File: src/rtl/downsample_div_seq_pkg.sv
// Shared types and constants for the DownSample sequential divider.
// The optional rounding stage is enabled with DOWNSAMPLE_DIV_ROUND_EN.
package downsample_div_pkg;

  localparam int DIVIDEND_W_DEF = 10;
  localparam int DIVISOR_W_DEF  = 6;

  typedef enum logic [1:0] {
    IDLE  = 2'd0,
    CALC  = 2'd1,
    ROUND = 2'd2,
    DONE  = 2'd3
  } state_e;

  // Width of a counter that can hold 0..dividend_w.
  function automatic int cnt_w(input int dividend_w);
    return $clog2(dividend_w + 1);
  endfunction

endpackage

File: src/rtl/downsample_div_seq_if.sv
// Block-level ap_* handshake plus operand/result bus of the sequential divider.
interface downsample_div_seq_if
  import downsample_div_pkg::*;
#(
  parameter int DIVIDEND_W = DIVIDEND_W_DEF,
  parameter int DIVISOR_W  = DIVISOR_W_DEF
);

  logic                        ap_start;
  logic                        ap_ready;
  logic                        ap_idle;
  logic                        ap_done;
  logic signed [DIVIDEND_W-1:0] din0;
  logic        [DIVISOR_W-1:0]  din1;
  logic signed [DIVIDEND_W-1:0] quot;
  logic signed [DIVISOR_W:0]    rem;
  logic                        div_zero;

  modport master (
    output ap_start, din0, din1,
    input  ap_ready, ap_idle, ap_done, quot, rem, div_zero
  );

  modport slave (
    input  ap_start, din0, din1,
    output ap_ready, ap_idle, ap_done, quot, rem, div_zero
  );

endinterface

File: src/rtl/downsample_div_seq_step.sv
// One combinational restoring-division step: shift in a dividend bit, trial-subtract.
module downsample_div_step #(
  parameter int DIVISOR_W = 6
) (
  input  logic [DIVISOR_W:0]   prem_i,
  input  logic                 bit_i,
  input  logic [DIVISOR_W-1:0] dvsr_i,
  output logic [DIVISOR_W:0]   prem_o,
  output logic                 qbit_o
);

  logic [DIVISOR_W+1:0] trial;
  logic [DIVISOR_W:0]   diff;

  assign trial  = {prem_i, bit_i};
  assign qbit_o = (trial >= {2'b00, dvsr_i});
  // When the subtraction is taken the result is below the divisor, so the low bits suffice.
  assign diff   = trial[DIVISOR_W:0] - {1'b0, dvsr_i};
  assign prem_o = qbit_o ? diff : trial[DIVISOR_W:0];

endmodule

File: src/rtl/downsample_div_seq.sv
// Sequential signed-by-unsigned restoring divider with ap_* handshake.
// Define DOWNSAMPLE_DIV_ROUND_EN for round-half-away-from-zero via an extra ROUND cycle.
module downsample_div_seq
  import downsample_div_pkg::*;
#(
  parameter int DIVIDEND_W = DIVIDEND_W_DEF,
  parameter int DIVISOR_W  = DIVISOR_W_DEF
) (
  input  logic                  ap_clk,
  input  logic                  ap_rst_n,
  downsample_div_seq_if.slave   bus
);

  localparam int CNT_W = cnt_w(DIVIDEND_W);
  localparam logic [CNT_W-1:0] LAST_STEP = CNT_W'(DIVIDEND_W - 1);

  localparam logic [1:0] ST_IDLE  = 2'(IDLE);
  localparam logic [1:0] ST_CALC  = 2'(CALC);
  localparam logic [1:0] ST_ROUND = 2'(ROUND);
  localparam logic [1:0] ST_DONE  = 2'(DONE);

  logic [1:0]                   state_q, state_d;
  logic [CNT_W-1:0]             cnt_q, cnt_d;
  logic                         done_q, idle_q;
  logic signed [DIVIDEND_W-1:0] quot_q;
  logic signed [DIVISOR_W:0]    rem_q;
  logic                         div_zero_q;

  // Magnitude register doubles as the quotient shift register (quotient bits enter at the LSB).
  logic [DIVIDEND_W-1:0]        dvd_q, dvd_d;
  logic [DIVISOR_W:0]           prem_q, prem_d;
  logic [DIVISOR_W-1:0]         dvsr_q, dvsr_d;
  logic                         neg_q, neg_d;
  logic                         dz_q, dz_d;

  logic [DIVIDEND_W-1:0]        abs_din0;
  logic [DIVISOR_W:0]           step_prem;
  logic                         step_qbit;
  logic signed [DIVIDEND_W-1:0] quot_res;
  logic signed [DIVISOR_W:0]    rem_res;

  // Unsigned view of the negated value is exact even for the most negative input.
  assign abs_din0 = bus.din0[DIVIDEND_W-1] ? -bus.din0 : bus.din0;

  downsample_div_step #(
    .DIVISOR_W (DIVISOR_W)
  ) u_step (
    .prem_i (prem_q),
    .bit_i  (dvd_q[DIVIDEND_W-1]),
    .dvsr_i (dvsr_q),
    .prem_o (step_prem),
    .qbit_o (step_qbit)
  );

`ifdef DOWNSAMPLE_DIV_ROUND_EN
  logic round_up;
  assign round_up = ({prem_q, 1'b0} >= {2'b00, dvsr_q});
`endif

  always_comb begin
    state_d = state_q;
    cnt_d   = cnt_q;
    dvd_d   = dvd_q;
    prem_d  = prem_q;
    dvsr_d  = dvsr_q;
    neg_d   = neg_q;
    dz_d    = dz_q;
    case (state_q)
      ST_IDLE: begin
        if (bus.ap_start) begin
          dvd_d   = abs_din0;
          prem_d  = '0;
          dvsr_d  = bus.din1;
          neg_d   = bus.din0[DIVIDEND_W-1];
          dz_d    = (bus.din1 == '0);
          cnt_d   = '0;
          state_d = ST_CALC;
        end
      end
      ST_CALC: begin
        dvd_d  = {dvd_q[DIVIDEND_W-2:0], step_qbit};
        prem_d = step_prem;
        cnt_d  = cnt_q + CNT_W'(1);
        if (cnt_q == LAST_STEP) begin
          cnt_d   = '0;
`ifdef DOWNSAMPLE_DIV_ROUND_EN
          state_d = ST_ROUND;
`else
          state_d = ST_DONE;
`endif
        end
      end
`ifdef DOWNSAMPLE_DIV_ROUND_EN
      ST_ROUND: begin
        // Remainder becomes r - d so that quot * d + rem still equals the dividend.
        if (round_up) begin
          dvd_d  = dvd_q + DIVIDEND_W'(1);
          prem_d = prem_q - {1'b0, dvsr_q};
        end
        state_d = ST_DONE;
      end
`endif
      ST_DONE: state_d = ST_IDLE;
      default: state_d = ST_IDLE;
    endcase
  end

  // Result formed from the values about to be registered, so it lands exactly on entry to DONE.
  always_comb begin
    if (dz_q) begin
      quot_res = neg_q ? {1'b1, {(DIVIDEND_W-1){1'b0}}} : {1'b0, {(DIVIDEND_W-1){1'b1}}};
      rem_res  = '0;
    end else begin
      quot_res = neg_q ? -$signed(dvd_d) : $signed(dvd_d);
      rem_res  = neg_q ? -$signed(prem_d) : $signed(prem_d);
    end
  end

  // Control and result registers
  always_ff @(posedge ap_clk) begin
    if (!ap_rst_n) begin
      state_q    <= ST_IDLE;
      cnt_q      <= '0;
      done_q     <= 1'b0;
      idle_q     <= 1'b1;
      quot_q     <= '0;
      rem_q      <= '0;
      div_zero_q <= 1'b0;
    end else begin
      state_q <= state_d;
      cnt_q   <= cnt_d;
      done_q  <= (state_d == ST_DONE);
      idle_q  <= (state_d == ST_IDLE);
      if (state_d == ST_DONE) begin
        quot_q     <= quot_res;
        rem_q      <= rem_res;
        div_zero_q <= dz_q;
      end
    end
  end

  // Datapath registers
  always_ff @(posedge ap_clk) begin
    dvd_q  <= dvd_d;
    prem_q <= prem_d;
    dvsr_q <= dvsr_d;
    neg_q  <= neg_d;
    dz_q   <= dz_d;
  end

  assign bus.ap_ready = ap_rst_n & bus.ap_start & (state_q == ST_IDLE);
  assign bus.ap_idle  = idle_q;
  assign bus.ap_done  = done_q;
  assign bus.quot     = quot_q;
  assign bus.rem      = rem_q;
  assign bus.div_zero = div_zero_q;

endmodule
File: src/flat_wrapper.sv
// flat-port wrapper written by rule: the top's interface ports become plain ports
module downsample_div_seq_flat import downsample_div_pkg::*;
#(
  parameter int DIVIDEND_W = DIVIDEND_W_DEF,
  parameter int DIVISOR_W  = DIVISOR_W_DEF
)
  (ap_clk, ap_rst_n, bus_ap_start, bus_din0, bus_din1, bus_ap_ready, bus_ap_idle, bus_ap_done, bus_quot, bus_rem, bus_div_zero);
  downsample_div_seq_if #(.DIVIDEND_W(DIVIDEND_W), .DIVISOR_W(DIVISOR_W)) bus_i ();
  input  logic ap_clk;
  input  logic ap_rst_n;
  input wire logic [$bits(bus_i.ap_start)-1:0] bus_ap_start;
  input wire logic [$bits(bus_i.din0)-1:0] bus_din0;
  input wire logic [$bits(bus_i.din1)-1:0] bus_din1;
  output wire logic [$bits(bus_i.ap_ready)-1:0] bus_ap_ready;
  output wire logic [$bits(bus_i.ap_idle)-1:0] bus_ap_idle;
  output wire logic [$bits(bus_i.ap_done)-1:0] bus_ap_done;
  output wire logic [$bits(bus_i.quot)-1:0] bus_quot;
  output wire logic [$bits(bus_i.rem)-1:0] bus_rem;
  output wire logic [$bits(bus_i.div_zero)-1:0] bus_div_zero;
  assign bus_i.ap_start = bus_ap_start;
  assign bus_i.din0 = bus_din0;
  assign bus_i.din1 = bus_din1;
  assign bus_ap_ready = bus_i.ap_ready;
  assign bus_ap_idle = bus_i.ap_idle;
  assign bus_ap_done = bus_i.ap_done;
  assign bus_quot = bus_i.quot;
  assign bus_rem = bus_i.rem;
  assign bus_div_zero = bus_i.div_zero;
  downsample_div_seq #(.DIVIDEND_W(DIVIDEND_W), .DIVISOR_W(DIVISOR_W)) u_core (.ap_clk(ap_clk), .ap_rst_n(ap_rst_n), .bus(bus_i));
endmodule
File: config.mk
export PLATFORM = sky130hd
export DESIGN_NAME = downsample_div_seq_flat
export DESIGN_NICKNAME = d
export VERILOG_FILES = /design/src/rtl/downsample_div_seq_pkg.sv /design/src/rtl/downsample_div_seq_if.sv /design/src/rtl/downsample_div_seq_step.sv /design/src/rtl/downsample_div_seq.sv /design/src/flat_wrapper.sv
export SDC_FILE = /design/constraint.sdc
export NUM_CORES = 1
export LEC_CHECK = 0
export BUFFER_PORTS_ARGS = -buffer_cell sky130_fd_sc_hd__clkbuf_2
export CAP_MARGIN = 20
export CORE_MARGIN = 1
export CORE_UTILIZATION = 52
export DETAILED_ROUTE_END_ITERATION = 12
export GPL_TIMING_DRIVEN = 0
export PLACE_DENSITY = 0.83
export SETUP_SLACK_MARGIN = 0.15
export SYNTH_ARGS = -nofsm -noshare
export SYNTH_HDL_FRONTEND = slang
export SYNTH_HIERARCHICAL = 1
export SYNTH_SLANG_ARGS = --single-unit
File: constraint.sdc
create_clock -name ap_clk -period 2.95 [get_ports ap_clk]
set_input_delay 0.1475 -clock ap_clk [delete_from_list [all_inputs] [get_ports ap_clk]]
set_output_delay 0.1475 -clock ap_clk [all_outputs]
set_load 0.005 [all_outputs]
== Word-level counts from Yosys, hierarchy flattened ==
Cells that the tools add are included.

* Word-level logic and storage cells: 47
* Output and inout port bits: 21
* Input port bits: 19
* Register bits after elaboration: 51

* Add/subtract/negate cells: 5
* Bitwise operators: 2
* Equality and inequality tests: 4
* Reductions and logical operators: 6
* Muxes and demuxes: 17
* Order comparisons: 1

{| class="wikitable"
|+ Operators with widths
! cell !! number
|-
| two-way mux 10 bit || 5
|-
| two-way mux 7 bit || 4
|-
| negation 10 bit || 2
|-
| one-hot mux 10 bit (2 select lines) || 1
|-
| one-hot mux 7 bit (2 select lines) || 1
|-
| greater-or-equal comparator 8 x 6 -> 1 bit || 1
|-
| two-way mux 4 bit || 2
|-
| one-hot mux 4 bit (2 select lines) || 1
|-
| negation 7 bit || 1
|-
| subtractor 7 x 6 -> 7 bit || 1
|-
| logical NOT 6 bit || 1
|-
| adder 4 x 1 -> 4 bit, second input constant || 1
|-
| equality test 4 bit, second input constant || 1
|-
| logical NOT 2 bit || 2
|-
| two-way mux 2 bit || 2
|-
| one-hot mux 2 bit (2 select lines) || 1
|-
| AND reduction 2 bit || 2
|-
| bitwise AND 1 bit || 2
|-
| equality test 2 x 1 -> 1 bit, second input constant || 1
|-
| equality test 2 bit, second input constant || 1
|-
| inequality test 2 bit, second input constant || 1
|-
| nonzero test 2 bit || 1
|}

== Logic depth before layout (Yosys ltp) ==
Gate-level depths: netlist (run 1).

* Word-level depth: 7
* Gate-level depth with buffers: 17
* Gate-level depth less buffers: 16

== Cells and area by module ==
Netlist (run 1), hierarchy kept.

{| class="wikitable"
|+ Modules (own cells, without submodules)
! module !! cells an instance !! seq. area each (um2) !! area an instance (um2) !! instances
|-
| downsample_div_seq || 267 || 1101.1 || 2428.6 || 1
|-
| downsample_div_step || 49 || 0.0 || 386.6 || 1
|}

== Worst setup path before layout (run 1) ==
Ideal clock, no wire load.

* Path type: flip-flop to flip-flop
* From: register u_core.dvd_q[9]
* To: register u_core.rem_q[5], in the netlist u_core/bus.rem[5]
* Path slack: -0.015 ns
* Stages on the path, launching flop included: 16
* Arrival time: 2.838 ns
* Setup time: 0.128 ns
* Clock period less this slack: 2.965 ns
* Buffers on the path: 1
* Required time: 2.822 ns
* Cell sequence: dfxtp_1 inv_1 ha_1 fa_1 nand2b_2 a21oi_2 o211ai_2 nor2b_4 buf_6 mux2_2 a22oi_1 nand3_1 o31ai_1 xnor2_1 a22oi_1 nor2_1

* Cells in the longest elaborated chain, start to end: 6
* Elaborated cells between the ends (all ways): 7
* Classes of those cells: add/sub (2); order compare (1); mux (4)

{| class="wikitable"
|+ Ends and longest elaborated chain
! element !! RTL line !! text
|-
| start: declaration || downsample_div_seq.sv:30 || <nowiki>logic [DIVIDEND_W-1:0] dvd_q, dvd_d;</nowiki>
|-
| start signal: assignment || downsample_div_seq.sv:144 || <nowiki>dvd_q <= dvd_d;</nowiki>
|-
| subtractor 7 x 6 -> 7 bit or greater-or-equal comparator 8 x 6 -> 1 bit (tied branches) || downsample_div_seq_step.sv:18, downsample_div_seq_step.sv:16 ||
|-
| two-way mux 7 bit (*) || downsample_div_seq_step.sv:19 || <nowiki>assign prem_o = qbit_o ? diff : trial[DIVISOR_W:0];</nowiki>
|-
| named net u_core.step_prem[2] || downsample_div_seq.sv:37 || <nowiki>logic [DIVISOR_W:0] step_prem;</nowiki>
|-
| one-hot mux 7 bit (2 select lines) (*) || downsample_div_seq.sv:68 || <nowiki>case (state_q)</nowiki>
|-
| negation 7 bit (*) || downsample_div_seq.sv:115 || <nowiki>rem_res = neg_q ? -$signed(prem_d) : $signed(prem_d);</nowiki>
|-
| two-way mux 7 bit (*) || downsample_div_seq.sv:115 ||
|-
| two-way mux 7 bit (*) || downsample_div_seq.sv:110 || <nowiki>if (dz_q) begin</nowiki>
|-
| end signal: assignment || downsample_div_seq.sv:136 || <nowiki>rem_q <= rem_res;</nowiki>
|-
| end: declaration || downsample_div_seq.sv:26 || <nowiki>logic signed [DIVISOR_W:0] rem_q;</nowiki>
|}

Mark *: on every way through the listed nets, which the timed path passes. The rest lies on a longest branch.
A chain may end at the register's enable or synchronous reset.

== Worst setup path in the final report (run 1) ==
* From: register u_core.dvsr_q[0]
* To: register u_core.rem_q[4], in the netlist u_core/bus.rem[4]

* Cells in the longest elaborated chain, start to end: 6
* Elaborated cells between the ends (all ways): 7
* Classes of those cells: add/sub (2); order compare (1); mux (4)

{| class="wikitable"
|+ Ends and longest elaborated chain
! element !! RTL line !! text
|-
| start: declaration || downsample_div_seq.sv:32 || <nowiki>logic [DIVISOR_W-1:0] dvsr_q, dvsr_d;</nowiki>
|-
| start signal: assignment || downsample_div_seq.sv:146 || <nowiki>dvsr_q <= dvsr_d;</nowiki>
|-
| subtractor 7 x 6 -> 7 bit or greater-or-equal comparator 8 x 6 -> 1 bit (tied branches) || downsample_div_seq_step.sv:18, downsample_div_seq_step.sv:16 ||
|-
| two-way mux 7 bit (*) || downsample_div_seq_step.sv:19 ||
|-
| named net u_core.step_prem[2] || downsample_div_seq.sv:37 ||
|-
| one-hot mux 7 bit (2 select lines) (*) || downsample_div_seq.sv:68 ||
|-
| negation 7 bit (*) || downsample_div_seq.sv:115 ||
|-
| two-way mux 7 bit (*) || downsample_div_seq.sv:115 ||
|-
| two-way mux 7 bit (*) || downsample_div_seq.sv:110 ||
|}

Marked as above.

==> results of run 1 <==
==> worst max-delay path by stage <==
stage / startpoint / endpoint / slack [ns] / cells past startpoint
after global routing: u_core/dvsr_q[0] / u_core/bus.rem[4] / -0.20 / 16
after detailed placement: u_core/dvsr_q[2] / u_core/bus.quot[8] / -0.17 / 14
after CTS: u_core/dvsr_q[0] / u_core/bus.rem[6] / -0.01 / 16
final: u_core/dvsr_q[0] / u_core/bus.rem[4] / -0.09 / 16
after floorplan: u_core/dvsr_q[0] / u_core/bus.rem[6] / 0.15 / 16
after global placement: u_core/prem_q[1] / u_core/bus.quot[8] / -0.14 / 13
==> cells by family (layout without fill, tap and decap cells) <==
group	count (synthesis)	count (layout)
DFF	51	51
and+or+nand+nor	92	92
muxes	10	10
adders and majority gates	12	12
xor gates and xnor gates	12	12
buffers and inverters	41	103
AOI/OAI and AO/OA	98	98
==> metal layers <==
layer / GRT usage, % / vias to the layer above / wire length, microns
met5: 0 / - / 0
met4: 9.26 / 0 / 223
met3: 4.23 / 25 / 380
met2: 46.1 / 98 / 3700
met1: 30.8 / 1300 / 3010
li1: - / 1278 / -
==> power by group through the flow <==
stage                     clock network [mW]  registers [mW]  logic [mW]
after floorplan                            0           0.831       0.679
after global placement                     0           0.843       0.800
after detailed placement                   0           0.845       0.822
after CTS                              0.473           0.834       0.937
after global routing                   0.504           0.845        1.21
final                                  0.473           0.837        1.14
==> synth_stat cells, types with 2 or more instances <==
library cell / instances
dfxtp_1: 43
nor2_1: 33
inv_1: 25
a21oi_1: 21
nand2_1: 16
o21ai_0: 16
a22oi_1: 14
ha_1: 11
clkbuf_1: 10
xnor2_1: 9
edfxtp_1: 8
nand3_1: 7
o22ai_1: 7
a22o_1: 5
mux2i_1: 5
nor3_1: 5
mux2_2: 4
a211oi_1: 3
a31oi_1: 3
nor2b_1: 3
o31ai_1: 3
or2_2: 3
or3_1: 3
xor2_1: 3
a211o_1: 2
and2_1: 2
buf_6: 2
inv_2: 2
nand2b_1: 2
nand3b_1: 2
o211ai_1: 2
o21a_1: 2
o21ai_1: 2
or4_1: 2
==> registers in the layout (all words and copies together), names as in the netlist <==
name,flops
u_core/bus.quot,10
u_core/dvd_q,10
u_core/bus.rem,7
u_core/prem_q,7
u_core/dvsr_q,6
u_core/cnt_q,4
u_core/state_q,2
u_core/bus.ap_done,1
u_core/bus.ap_idle,1
u_core/bus.div_zero,1
u_core/dz_q,1
u_core/neg_q,1
==> worst reg2reg max path, delay by kind of cell (launching register included) <==
family	cells	cell delay, ns
XOR/XNOR	1	0.06
AO/OA/AOI/OAI	4	0.62
AND/OR/NAND/NOR	5	0.53
flip-flops	1	0.43
buffers and inverters	3	0.45
multiplexers	1	0.29
adder cells (fa/ha/maj)	2	0.53
==> what timing repair did <==
item                       4_1_cts  5_1_grt
gates cloned                     0        0
resized for setup               13       23
pin swaps                       19       26
buffers inserted                 8        7
setup endpoints to repair       14       15
==> placed cells by master (no fill, tap or decap), types with 3 or more instances in the layout <==
master | Yosys | final
a211oi_1 | 3 | 3
a21oi_1 | 21 | 20
a22o_1 | 5 | 5
a22oi_1 | 14 | 11
a22oi_2 | 0 | 3
a31oi_1 | 3 | 3
buf_4 | 1 | 15
buf_6 | 2 | 3
clkbuf_1 | 10 | 10
clkbuf_2 | 0 | 39
clkbuf_8 | 0 | 6
dfxtp_1 | 43 | 42
edfxtp_1 | 8 | 8
ha_1 | 11 | 7
ha_4 | 0 | 3
inv_1 | 25 | 22
inv_2 | 2 | 5
mux2_2 | 4 | 4
mux2i_1 | 5 | 5
nand2_1 | 16 | 13
nand3_1 | 7 | 4
nor2_1 | 33 | 29
nor2b_1 | 3 | 3
nor3_1 | 5 | 5
o21ai_0 | 16 | 14
o22ai_1 | 7 | 6
or2_2 | 3 | 3
or3_1 | 3 | 3
xnor2_1 | 9 | 9
xor2_1 | 3 | 3
==> area by class of cell <==
| cell class | count | area, sq um | area share (%) |
|---|---|---|---|
| Sequential cell | 51 | 1100 | 31.4 |
| Inverter | 28 | 106 | 3.02 |
| Clock buffer | 7 | 108 | 3.06 |
| Buffer | 13 | 67.6 | 1.92 |
| Clock inverter | 1 | 5.00 | 0.142 |
| Tap cell | 70 | 87.6 | 2.49 |
| Multi-Input combinational cell | 224 | 1730 | 49.1 |
| Timing Repair Buffer | 54 | 312 | 8.86 |
==> per-stage QoR <==
stage | power [mW] | hold WS, ns | utilization [%] | instance area [sq um] | std cells
floorplan | 1.51 | 0.229 | - | 2850 | 316
global placement | 1.64 | 0.337 | 60.6 | 3140 | 425
detailed placement | 1.67 | 0.339 | 60.6 | 3140 | 425
CTS | 2.24 | 0.0271 | 65.0 | 3360 | 441
global route | 2.56 | 0.0215 | 68.0 | 3520 | 448
finish | 2.45 | 0.0277 | 68.0 | 3520 | 448
==> metrics.yaml, run 1 <==
outcome:
  status: "complete, but fails checks"
  violations: "negative setup slack"
sta:
  slew_headroom_pct: 47.9
  rsz0062_at_grt: "yes"
  finalMaxSlewViolations: 0
  finalSetupViolations: 4
  hold_violations: 0
  fin_ws_ns: -0.0941
  timing.final.crit_period_ns: 3.04
  worstMarginPinSlew_ns: 0.782
  setup-tns-final_ns: -0.257
  skew_ns: 0.00650
  max_freq_mhz: 329
  period_share_pct: 103
synthesis:
  ys.flop_type: "dfxtp_1"
  synth_area_leaders: "dfxtp_1 31%, edfxtp_1 8.5%, ha_1 4.9%"
  synth_top_area_share_pct: 30.6
  yosysSeqAreaShare_pct: 39.1
  yosys.area_share.adder_pct: 5.60
  yosysTopAreaCell: "dfxtp_1"
  syn_nets: 347
  syn_inst: 316
  synth_edf_count: 8
  synthSimpleGateAreaFrac_pct: 17.5
  synth_top_family_by_area: "compound AO/OA/AOI/OAI gates"
  synth_area_sq_mm: 0.00282
  yosys_warnings: 6
  synth-seq-cells: 51
  synth_xor_area_share_pct: 3.73
  synth-compound-area-share_pct: 24.0
  avgSynthCellArea_sq_um: 8.91
  async_reset_ff_share_pct: 0
  synthMuxAreaShare_pct: 3.91
  ys_types: 70
routing:
  via_per_inst: 6.03
  drc: 0
  first_pass_iters: 5
  postRouteAntennaNets: 0
  first_iter_violations: 199
  via_count: 2701
  routed_wl_mm: 7.32
  wl_per_cell_microns: 16.3
critical_path:
  cp_slowest_stage_delay_ns: 0.43
  r2r-start: "u_core/dvsr_q[0]"
  cp_common_cell: "buf_6"
  crit_slowest_cell: "edfxtp_1"
  crit_fanout: 8
  critPathCaptureType: "flop"
  worst-r2r-cell-count: 16
  reg2reg_slack_ns: -0.09
  critPathTopFamily: "compound AO/OA/AOI/OAI gates"
  critPathRequiredTime_ns: 3.13
  start_kind: "flop"
  crit_arrival_ns: 3.23
  worst_r2r_endpoint: "u_core/bus.rem[4]"
  path_buf_inv: 3
  path_cells: "ha_4 -> fa_2 -> nand2b_4 -> a21oi_4 -> o211ai_2 -> nor2b_4 -> buf_6 -> mux2_2 -> a22oi_2 -> buf_4 -> nand3_4 -> buf_6 -> nand2_4 -> xnor2_1 -> a22oi_1 -> nor2_1"
  critPathKind: "flop to flop"
clock_tree:
  clockBufferDepth: 2
  root_buffer: "clkbuf_8"
  cts_sinks: 51
  path_clk_slew_ns: 0.09
  clock_latency_ns: 0.30
  h-tree-depth: 2
  ctsHoldBuffers: 0
  tritoncts: "built"
  cts-buffers-inserted: 5
floorplan:
  die_h_microns: 75.6
  start_util_pct: 54.4
  fp-row-count: 26
  fp.dieW_microns: 75.6
  ios: 40
  die-area_sq_mm: 0.00571
  coreArea_sq_mm: 0.00517
power:
  internal_power_mw: 1.57
  leakage_nw: 1.48
  p_per_area_mw_per_mm2: 697
  combPwrFrac_pct: 46.5
  p_sw_mw: 0.879
  pwr-share-clk_pct: 19.3
  swShare_pct: 35.9
  irDropWorstVdd_uv: 367
  seqPwrFrac_pct: 34.2
hold_path:
  hold_start: "bus_din1[2]"
  hold_depth: 1
  whs_endpoint: "u_core/dvsr_q[2]"
  hp-class: "input pin to flop"
placed_design:
  dp_slack_ns: -0.171
  numPortBuffers: 39
  globalplace.congestion: 0.885
  dp_hpwl_mm: 4.90
global_route:
  grt_pass1_wl_mm: 11.1
  grt_pass1_vias: 2452
  grt_use_total_pct: 25.6
  antenna_found_initial: 0
  grt_overflow: 0
  grt_max_degree: 18
final_layout:
  diodes: 0
  fin_nets: 408
  drive_above_1_share_pct: 31.5
  synthToLayoutAreaGrowth_pct: 24.9
  fillers: 412
run:
  maxCapViolCount: 0
Note: power is estimated with default switching activity, not from simulation.
==> run 2: changes to the inputs <==
--- a/config.mk
+++ b/config.mk
@@ -8,10 +8,10 @@
 export BUFFER_PORTS_ARGS = -buffer_cell sky130_fd_sc_hd__clkbuf_2
 export CAP_MARGIN = 20
 export CORE_MARGIN = 1
-export CORE_UTILIZATION = 52
+export CORE_UTILIZATION = 55
 export DETAILED_ROUTE_END_ITERATION = 12
 export GPL_TIMING_DRIVEN = 0
-export PLACE_DENSITY = 0.83
+export PLACE_DENSITY = 0.84
 export SETUP_SLACK_MARGIN = 0.15
 export SYNTH_ARGS = -nofsm -noshare
 export SYNTH_HDL_FRONTEND = slang
==> constraint.sdc (replaced) <==
create_clock -name ap_clk -period 3.5 [get_ports ap_clk]
set_input_delay 0.175 -clock ap_clk [delete_from_list [all_inputs] [get_ports ap_clk]]
set_output_delay 0.175 -clock ap_clk [all_outputs]
set_load 0.005 [all_outputs]
==> run 2 against run 1 <==
Effect of this change: critical path depth is the same; register-to-register slack better by 0.44 ns; the flow now finishes without violations; clock power decreased by 15%; highest routed layer unchanged; largest power group is now sequential cells; design area shrank 8.1%; clock skew rose by 0.0014 ns.
==> metrics.yaml, run 2 (synthesized netlist as in run 1, its figures left out) <==
routing:
  via_count: 2557  # was 2701
  dr_wl_met3_microns: 332  # was 380 microns
  via_per_inst: 5.95  # was 6.03
  met2_length_mm: 3.35  # was 3.70 mm
  first_iter_violations: 185  # was 199
  drc: 0  # unchanged
  maxUsedRoutingLayer: "met4"  # unchanged
  postRouteAntennaNets: 0  # unchanged
  wirelength_met1_mm: 2.77  # was 3.01 mm
  routed_wl_mm: 6.56  # was 7.32 mm
  first_pass_iters: 5  # unchanged
  wl_per_cell_microns: 15.2  # was 16.3 microns
floorplan:
  coreArea_sq_mm: 0.00482  # was 0.00517 sq mm
  die-area_sq_mm: 0.00541  # was 0.00571 sq mm
  ios: 40  # unchanged
  fp.dieW_microns: 73.5  # was 75.6 microns
  die_h_microns: 73.5  # was 75.6 microns
  start_util_pct: 58.4  # was 54.4%
  fp-row-count: 25  # was 26
outcome:
  status: "completed"  # was complete, but fails checks
power:
  p_per_area_mw_per_mm2: 555  # was 697 mW/mm^2
  leakage_nw: 1.37  # was 1.48 nW
  pwr-share-clk_pct: 22.3  # was 19.3%
  seqPwrFrac_pct: 39.0  # was 34.2%
  swShare_pct: 34.6  # was 35.9%
  internal_power_mw: 1.17  # was 1.57 mW
  combPwrFrac_pct: 38.6  # was 46.5%
  power_mw: 1.79  # was 2.45 mW
  irDropWorstVdd_uv: 327  # was 367 uV
  p_sw_mw: 0.620  # was 0.879 mW
clock_tree:
  clock_latency_ns: 0.31  # was 0.30 ns
  tritoncts: "built"  # unchanged
  path_clk_slew_ns: 0.09  # about the same
  clockBufferDepth: 2  # unchanged
  cts-buffers-inserted: 5  # unchanged
  root_buffer: "clkbuf_8"  # unchanged
  ctsHoldBuffers: 0  # unchanged
  h-tree-depth: 2  # unchanged
  cts_sinks: 51  # unchanged
critical_path:
  critPathKind: "flop to flop"  # unchanged
  worst-r2r-cell-count: 16  # unchanged
  critPathCapture: "u_core/bus.quot[8]"  # was u_core/bus.rem[4]
  worst_r2r_endpoint: "u_core/bus.quot[8]"  # was u_core/bus.rem[4]
  crit_fanout: 8  # unchanged
  start_kind: "flop"  # unchanged
  reg2reg_slack_ns: 0.35  # was -0.09 ns
  critPathRequiredTime_ns: 3.69  # was 3.13 ns
  crit_arrival_ns: 3.34  # was 3.23 ns
  r2r-start: "u_core/dvd_q[9]"  # was u_core/dvsr_q[0]
  startpoint: "u_core/dvd_q[9]"  # was u_core/dvsr_q[0]
  critPathCaptureType: "flop"  # unchanged
hold_path:
  hp-class: "input pin to flop"  # unchanged
global_route:
  antenna_found_initial: 0  # unchanged
  grt_overflow: 0  # unchanged
  grt_pass1_vias: 2455  # was 2452
  grt_max_degree: 18  # unchanged
  grt_use_total_pct: 26.5  # was 25.6%
  grt_pass1_wl_mm: 11.0  # was 11.1 mm
final_layout:
  multi_input_area_sq_mm: 0.00156  # was 0.00173 sq mm
  final_common_cell: "dfxtp_1"  # unchanged
  drive_above_1_share_pct: 20.9  # was 31.5%
  diodes: 0  # unchanged
  synthToLayoutAreaGrowth_pct: 14.8  # was 24.9%
  fillers: 418  # was 412
  final_cell_mix: "43 x dfxtp_1, 39 x clkbuf_2, 33 x nor2_1"  # was 42 x dfxtp_1, 39 x clkbuf_2, 29 x nor2_1
  seq_area_sq_mm: 0.00110  # about the same
  fin_nets: 393  # was 408
run:
  maxCapViolCount: 0  # unchanged
sta:
  finalSetupViolations: 0  # was 4
  whs_ns: 0.0479  # was 0.0277 ns
  worstMarginPinSlew_ns: 0.684  # was 0.782 ns
  timing.final.crit_period_ns: 3.15  # was 3.04 ns
  finalMaxSlewViolations: 0  # unchanged
  hold_violations: 0  # unchanged
  setup-tns-final_ns: 0  # was -0.257 ns
  fin_ws_ns: 0.348  # was -0.0941 ns
  max_freq_mhz: 317  # was 329 MHz
  slew_headroom_pct: 54.4  # was 47.9%
  rsz0062_at_grt: "yes"  # unchanged
  skew_ns: 0.00785  # was 0.00650 ns
  period_share_pct: 90.1  # was 103%
placed_design:
  globalplace.congestion: 0.922  # was 0.885
  dp_hpwl_mm: 4.92  # was 4.90 mm
  numPortBuffers: 39  # unchanged
  dp_slack_ns: 0.234  # was -0.171 ns
==> run 2: cell types whose count changed in the layout (fill, tap and decap cells not counted), moves of 3 or more <==
cell	previous run	this run
inv_1	22	25
nand2_1	13	16
ha_1	7	11
nand3_1	4	7
inv_2	5	2
nor2_1	29	33
buf_4	15	1
ha_4	3	0
==> run 2: worst min-delay path by stage <==
stage,start,end,slack [ns],depth (start not counted)
global placement,bus_din1[3],u_core/dvsr_q[3],0.36,1
floorplan,ap_rst_n,u_core/bus.ap_idle,0.26,1
CTS,bus_din1[3],u_core/dvsr_q[3],0.05,1
global route,bus_din1[1],u_core/dvsr_q[1],0.04,1
finish,bus_din1[3],u_core/dvsr_q[3],0.05,1
detailed placement,bus_din1[3],u_core/dvsr_q[3],0.37,1
==> run 2: worst max-delay path: stages (launching register included) <==
cell and delay [ns]:
dfxtp_1 0.32, inv_1 0.07, ha_1 0.20, fa_2 0.25, nand2b_2 0.15, a21oi_2 0.07, o211ai_2 0.19, nor2b_4 0.17
buf_6 0.14, inv_1 0.07, a221oi_2 0.35, ha_1 0.25, o221ai_1 0.14, nor2_1 0.22, nand4b_1 0.15, mux2i_1 0.21
a31oi_1 0.10
==> run 2: power groups by stage <==
stage	combinational (mW)	clock, mW	sequential [mW]
finish	0.693	0.401	0.700
global route	0.759	0.430	0.708
CTS	0.671	0.407	0.697
detailed placement	0.665	0	0.711
global placement	0.647	0	0.709
floorplan	0.542	0	0.698
==> run 2: final cells by class <==
class                      count  area share (%)
buffer                        13            2.09
tap                           67            2.59
sequential                    51            34.1
timing repair buffer          39            6.04
inverter                      28            3.29
clock inverter                 1           0.155
multi-input combinational    224            48.4
clock buffer                   7            3.33
==> run 2: what timing repair did <==
item | CTS | global route
buffers inserted | 0 | 0
resized for setup | 0 | 5
setup endpoints to repair | 0 | 8
==> run 2: per-stage QoR <==
stage / util [%] / area, sq um / instances
floorplan: - / 2820 / 316
global placement: 64.2 / 3090 / 422
detailed placement: 64.2 / 3090 / 422
CTS: 66.6 / 3210 / 430
global route: 67.1 / 3230 / 430
finish: 67.1 / 3230 / 430
==> run 2: per-layer routing <==
| metal | track usage (%) | up-vias |
|---|---|---|
| li1 | - | 1247 |
| met1 | 31.5 | 1214 |
| met2 | 46.9 | 85 |
| met3 | 5.90 | 11 |
| met4 | 9.19 | 0 |
| met5 | 0 | - |
